## src/rtl/whack_datapath.sv

```systemverilog
// -----------------------------------------------------------------------------
// whack_datapath
//   Game datapath for a four-mole whack-a-mole. The controller pulses
//   round_start and the block releases a mole once the player's hands are off
//   the keys. The player then has a fixed window to hit the lit mole. Each
//   round ends with a one-cycle round_done/hit report. A hit adds to the
//   saturating score and a miss costs a life. The game parks in OVER until
//   clear is pulsed.
//
// Parameters
//   WINDOW_CYCLES  mole-visible window length in clk cycles (>= 4)
//   LIVES_INIT     lives loaded at reset and on clear (1..3)
//   LFSR_SEED      nonzero reset value of the mole-select LFSR
//
// Ports
//   clk          in   system clock, rising edge
//   Resetn       in   asynchronous active-low reset
//   round_start  in   one-cycle pulse requesting a new round (honoured in IDLE)
//   clear        in   one-cycle pulse restarting the game (honoured in OVER)
//   keys[3:0]    in   synchronised hit buttons, active-high level
//   mole[3:0]    out  one-hot lit mole, 0 when none is shown
//   round_done   out  one-cycle end-of-round pulse
//   hit          out  round result, meaningful only with round_done
//   score[7:0]   out  hits this game, saturating at 255
//   lives[1:0]   out  remaining lives
//   game_over    out  high while in OVER
//
// Build option
//   WHACK_SPEEDUP_EN  when defined, every 8th hit shortens the window by
//                     WINDOW_CYCLES/8, down to a floor of WINDOW_CYCLES/4.
//                     Reset and clear restore the full window.
// -----------------------------------------------------------------------------
module whack_datapath #(
  parameter int         WINDOW_CYCLES = 50_000_000,
  parameter int         LIVES_INIT    = 3,
  parameter logic [7:0] LFSR_SEED     = 8'hA5
) (
  input  logic       clk,
  input  logic       Resetn,
  input  logic       round_start,
  input  logic       clear,
  input  logic [3:0] keys,
  output logic [3:0] mole,
  output logic       round_done,
  output logic       hit,
  output logic [7:0] score,
  output logic [1:0] lives,
  output logic       game_over
);

  localparam int             TW        = $clog2(WINDOW_CYCLES + 1);
  localparam logic [TW-1:0]  WIN_FULL  = TW'(WINDOW_CYCLES);
  localparam logic [1:0]     LIVES_RST = 2'(LIVES_INIT);

  typedef enum logic [2:0] {
    IDLE    = 3'd0,
    RELEASE = 3'd1,
    ACTIVE  = 3'd2,
    RESULT  = 3'd3,
    OVER    = 3'd4
  } state_t;

  state_t          state_q, state_d;
  logic [TW-1:0]   timer_q, timer_d;
  logic [7:0]      lfsr_q;
  logic [3:0]      mole_d;
  logic            round_done_d, hit_d, game_over_d;
  logic [7:0]      score_d;
  logic [1:0]      lives_d;
  logic            res_valid, res_hit;
  logic [TW-1:0]   win_cur;

`ifdef WHACK_SPEEDUP_EN
  localparam logic [TW-1:0] WIN_STEP = TW'(WINDOW_CYCLES / 8);
  localparam logic [TW-1:0] WIN_MIN  = TW'(WINDOW_CYCLES / 4);

  logic [TW-1:0] win_q, win_d;

  assign win_cur = win_q;

  always_ff @(posedge clk or negedge Resetn) begin
    if (!Resetn) win_q <= WIN_FULL;
    else         win_q <= win_d;
  end
`else
  assign win_cur = WIN_FULL;
`endif

  // Fibonacci LFSR for x^8+x^6+x^5+x^4+1. It free-runs in every state so the
  // mole choice depends on how long the player waits between rounds.
  always_ff @(posedge clk or negedge Resetn) begin
    if (!Resetn) lfsr_q <= LFSR_SEED;
    else         lfsr_q <= {lfsr_q[6:0], lfsr_q[7] ^ lfsr_q[5] ^ lfsr_q[4] ^ lfsr_q[3]};
  end

  always_ff @(posedge clk or negedge Resetn) begin
    if (!Resetn) begin
      state_q    <= IDLE;
      timer_q    <= '0;
      mole       <= 4'b0000;
      round_done <= 1'b0;
      hit        <= 1'b0;
      score      <= 8'd0;
      lives      <= LIVES_RST;
      game_over  <= 1'b0;
    end else begin
      state_q    <= state_d;
      timer_q    <= timer_d;
      mole       <= mole_d;
      round_done <= round_done_d;
      hit        <= hit_d;
      score      <= score_d;
      lives      <= lives_d;
      game_over  <= game_over_d;
    end
  end

  always_comb begin
    state_d      = state_q;
    timer_d      = timer_q;
    mole_d       = mole;
    round_done_d = 1'b0;
    hit_d        = 1'b0;
    score_d      = score;
    lives_d      = lives;
    res_valid    = 1'b0;
    res_hit      = 1'b0;
`ifdef WHACK_SPEEDUP_EN
    win_d        = win_q;
`endif

    case (state_q)
      IDLE: begin
        if (round_start) state_d = RELEASE;
      end

      // Hold the mole back until every key is up, so a held key cannot score.
      RELEASE: begin
        if (keys == 4'b0000) begin
          state_d = ACTIVE;
          mole_d  = 4'b0001 << lfsr_q[1:0];
          timer_d = win_cur - TW'(1);
        end
      end

      // A key press on the last timer cycle is still judged as a press.
      ACTIVE: begin
        if (keys != 4'b0000) begin
          res_valid = 1'b1;
          res_hit   = (keys == mole);
        end else if (timer_q == '0) begin
          res_valid = 1'b1;
        end else begin
          timer_d = timer_q - TW'(1);
        end
      end

      // Score and lives were updated on entry, so lives==0 means the last
      // life was just lost.
      RESULT: begin
        state_d = (lives == 2'd0) ? OVER : IDLE;
      end

      OVER: begin
        if (clear) begin
          state_d = IDLE;
          score_d = 8'd0;
          lives_d = LIVES_RST;
`ifdef WHACK_SPEEDUP_EN
          win_d   = WIN_FULL;
`endif
        end
      end

      default: state_d = IDLE;
    endcase

    // Round outcome is registered on entry to RESULT.
    if (res_valid) begin
      state_d      = RESULT;
      mole_d       = 4'b0000;
      round_done_d = 1'b1;
      hit_d        = res_hit;
      if (res_hit) begin
        if (score != 8'hFF) begin
          score_d = score + 8'd1;
`ifdef WHACK_SPEEDUP_EN
          if (score_d[2:0] == 3'd0)
            win_d = (win_q >= WIN_MIN + WIN_STEP) ? win_q - WIN_STEP : WIN_MIN;
`endif
        end
      end else begin
        lives_d = lives - 2'd1;
      end
    end

    game_over_d = (state_d == OVER);
  end

endmodule

```

## config.mk

```make
export PLATFORM = sky130hd
export DESIGN_NAME = whack_datapath
export DESIGN_NICKNAME = d
export VERILOG_FILES = /design/src/rtl/whack_datapath.sv
export SDC_FILE = /design/constraint.sdc
export NUM_CORES = 1
export LEC_CHECK = 0
export ABC_CLOCK_PERIOD_IN_PS = 2400
export CAP_MARGIN = 5
export CORE_MARGIN = 3
export CORE_UTILIZATION = 45
export DETAILED_ROUTE_END_ITERATION = 8
export MAX_ROUTING_LAYER = met4
export PLACE_DENSITY = 0.66
export SLEW_MARGIN = 10
export SYNTH_ARGS = -nofsm -noshare
export SYNTH_HDL_FRONTEND = slang
export SYNTH_SLANG_ARGS = --single-unit
export TNS_END_PERCENT = 100
```

## constraint.sdc

```tcl
create_clock -name clk -period 2.4 [get_ports clk]
set_input_delay 0.48 -clock clk [delete_from_list [all_inputs] [get_ports clk]]
set_output_delay 0.48 -clock clk [all_outputs]
set_load 0.01 [all_outputs]
```

==> flow_summary_export.csv, run 1 <==
group,metric,value,unit
status,outcome,"finished, final reports clean",
critical_path,path_cells,"clkdlybuf4s50_1 -> buf_4 -> nor4_4 -> buf_4 -> nand3_4 -> a211o_1 -> o21ai_1 -> or3b_1",
sta,fin_skew,0.01520,ns
sta,max_freq,443.2,MHz
logic_synthesis,synth_top_area_frac,0.4486,
sta,slew_violations,0,
sta,worst_slew_pin_slew,0.5820,ns
logic_synthesis,synth-xor-area-share,0.06542,
critical_path,end_kind,"register",
final_layout,syn2layout_area_growth,22.34,%
critical_path,worst_ep_required_time,2.61,ns
drt,wire_per_inst,14.22,um
logic_synthesis,syn_inst,265,
logic_synthesis,synthTopCellsByArea,"dfrtp_1 (45%), dfstp_2 (5.9%), nand2_1 (5.0%), xnor2_1 (4.9%), mux2i_1 (4.5%)",
sta,fin_crit,2.256,ns
logic_synthesis,synth_area_leader_cell,"dfrtp_1",
clock_network,clock_path_buffers,2,
final_layout,layout-drive-gt1-share,0.1487,
clock_network,clk_pin_slew,0.11,ns
critical_path,crit_path_top_delay_cell,"clkdlybuf4s50_1",
logic_synthesis,synthSimpleGateAreaFrac,0.2556,
floorplanning,die_w,83.14,um
floorplanning,row_count,27,
drt,dr.pass1.iters,4,
critical_path,worst_path_dominant_cell_family,"buffers and inverters",
placed_design,gp_congestion,0.7966,
clock_network,cts_tree,"done",
drt,final_antenna_net_count,0,
critical_path,path_class,"input port to register",
sta,period_share,0.9402,
run,max_cap_viol_count,0,
logic_synthesis,syn_area,2678,um^2
sta,rsz0062_at_grt,"no",
sta,final_hold_viol_count,0,
critical_path,max_stage_delay,0.44,ns
critical_path,crit_buf_inv,3,
final_layout,layout_commonest_cell,"dfrtp_1",
critical_path,worst-r2r-setup-slack,0.29,ns
grt,grt-ovfl-total,0,
logic_synthesis,ys_async_sr_fraction,1.000,
floorplanning,ios,25,
power_and_ir_drop,cellPowerDensity,565.1,nW/um^2
clock_network,clk_latency,0.32,ns
grt,grt_max_degree,27,
critical_path,cp_max_fo,4,
power_and_ir_drop,peakVddDrop,319.7,uV
logic_synthesis,synthAdderAreaFrac,0.01402,
logic_synthesis,synth_fp_nets,276,
floorplanning,core-area,5642,um^2
grt,grt_pass1_wl,9742,um
drt,drtIter0Drc,71,
logic_synthesis,yosysSeqAreaShare,0.5075,
floorplanning,die_area,6911,um^2
clock_network,htree_levels,2,
logic_synthesis,yosys_warnings,0,
placed_design,post-dp-hpwl,3977,um
final_layout,stdcell_count,388,
critical_path,cp.arrival,2.47,ns
critical_path,crit_path_frequent_cell,"buf_4",
sta,setup_violations,0,
floorplanning,initial_core_util,0.4746,
sta,max_slew_margin,0.6120,
logic_synthesis,synth_edf_count,0,
logic_synthesis,synth_compound_area_frac,0.09206,
final_layout,final_cell_mix,"dfrtp_1 (48), nand2_1 (36), buf_4 (25)",
min_path,hold_path.class,"input port to async pin",
logic_synthesis,synth.avg_cell_area,10.10,um^2
grt,grt_pass1_vias,2061,
placed_design,numPortBuffers,24,
logic_synthesis,synth_cell_types,45,
drt,wirelength,5519,um
logic_synthesis,synth_mux_area_frac,0.04486,
logic_synthesis,synth_flop_cell,"dfrtp_1",
drt,drc,0,
power_and_ir_drop,total_power,1.851,mW
clock_network,holdBufCountCts,0,
clock_network,clock_sinks,54,
drt,vias_per_cell,5.459,
final_layout,nNetsFinal,326,
placed_design,placedCellCount,380,
clock_network,root_buffer,"clkbuf_8",
logic_synthesis,ys_seq_elements,54,
grt,grt_usage,0.1747,
drt,via_count,2118,
power_and_ir_drop,p_leak,1.327,nW
final_layout,n_antenna_cell,0,
clock_network,post_cts_buffers,0,
clock_network,cts.repair.resized,0,
floorplanning,dieHeight,83.14,um
critical_path,worstSetupStartpointType,"input port",
grt,antenna_found_initial,0,
clock_network,cts_made_buffers,5,
logic_synthesis,synth_top_family_by_area,"simple AND/OR/NAND/NOR gates",
-- registers in the layout, summed over array words and instances (netlist names) --
| signal | count |
|---|---|
| game_over | 1 |
| score | 8 |
| hit | 1 |
| state_q | 3 |
| lives | 2 |
| lfsr_q | 8 |
| mole | 4 |
| timer_q | 26 |
| round_done | 1 |
-- layout make-up --
cell class	count	area [um^2]
clock buffer	5	68.82
clock inverter	3	28.78
fill	494	2366
inverter	6	22.52
multi-input combinational	198	1264
sequential	54	1359
tap	72	90.09
timing repair buffer	50	442.9
-- kinds of logic (layout without fill, tap and decap cells) --
logic type / after synthesis / after routing
AOI/OAI and AO/OA: 38 / 38
xor gates and xnor gates: 20 / 20
adders and majority gates: 3 / 3
buffers and inverters: 13 / 64
DFF: 54 / 54
muxes: 12 / 12
and+or+nand+nor: 125 / 125
-- routing by layer --
metal,GRT usage,wire length [um],up-vias,share of wire
met5,-,0,-,0
met4,0.05795,80,0,0.014
met3,0.03671,187,7,0.034
met2,0.2733,2540,32,0.46
met1,0.2272,2711,1010,0.49
li1,-,-,1069,-
-- synthesized netlist by cell type, types with 2 or more instances --
cell / n
a211oi_1: 2
a21o_1: 2
a21oi_1: 8
a31oi_1: 3
and2_0: 2
and3_1: 4
and4_1: 2
buf_2: 5
clkbuf_1: 2
dfrtp_1: 48
dfstp_2: 6
ha_1: 3
inv_1: 6
mux2i_1: 12
nand2_1: 36
nand2b_1: 2
nand3_1: 10
nand4_1: 4
nor2_1: 22
nor3_1: 9
nor3b_1: 2
nor4_1: 13
nor4_4: 2
o211ai_1: 2
o21ai_0: 9
o22ai_1: 2
o311ai_0: 3
o41ai_1: 2
or3_1: 5
or4_1: 4
xnor2_1: 15
xor2_1: 5
-- power breakdown --
group	internal (mW)	leakage, nW	switching [mW]
Sequential	0.985	0.638	0.0726
Combinational	0.133	0.639	0.118
Clock	0.217	0.0502	0.326
Total	1.33	1.33	0.517
-- metrics by stage --
step / area (um^2) / TNS [ns] / hold WS, ns / util / setup WS [ns]
floorplan: 2678 / 0 / 0.1844 / - / 0.3927
global placement: 3178 / -1.092 / 0.3466 / 0.5633 / -0.1527
detailed placement: 3178 / -1.590 / 0.3438 / 0.5633 / -0.1881
CTS: 3276 / 0 / 0.1590 / 0.5806 / 0.1683
global route: 3276 / 0 / 0.1835 / 0.5806 / 0.02657
finish: 3276 / 0 / 0.1406 / 0.5806 / 0.1435
-- worst paths after layout --
kind,endpoint,depth (start not counted),start
max,timer_q[12],8,keys[0]
min,lfsr_q[6],1,Resetn
max reg2reg,timer_q[18],9,timer_q[0]
min reg2reg,lfsr_q[7],0,lfsr_q[6]
max in group asynchronous,lives[0],2,Resetn
min in group clk,lfsr_q[7],0,lfsr_q[6]
Note: power is estimated with default switching activity, not from simulation.
==> run 2: changes to the inputs <==
--- a/config.mk
+++ b/config.mk
@@ -6,7 +6,6 @@
 export NUM_CORES = 1
 export LEC_CHECK = 0
 export ABC_CLOCK_PERIOD_IN_PS = 2400
-export CAP_MARGIN = 5
 export CORE_MARGIN = 3
 export CORE_UTILIZATION = 45
 export DETAILED_ROUTE_END_ITERATION = 8
==> results of run 2 <==
The final DEF is identical to that of run 1; final timing and power are the same.
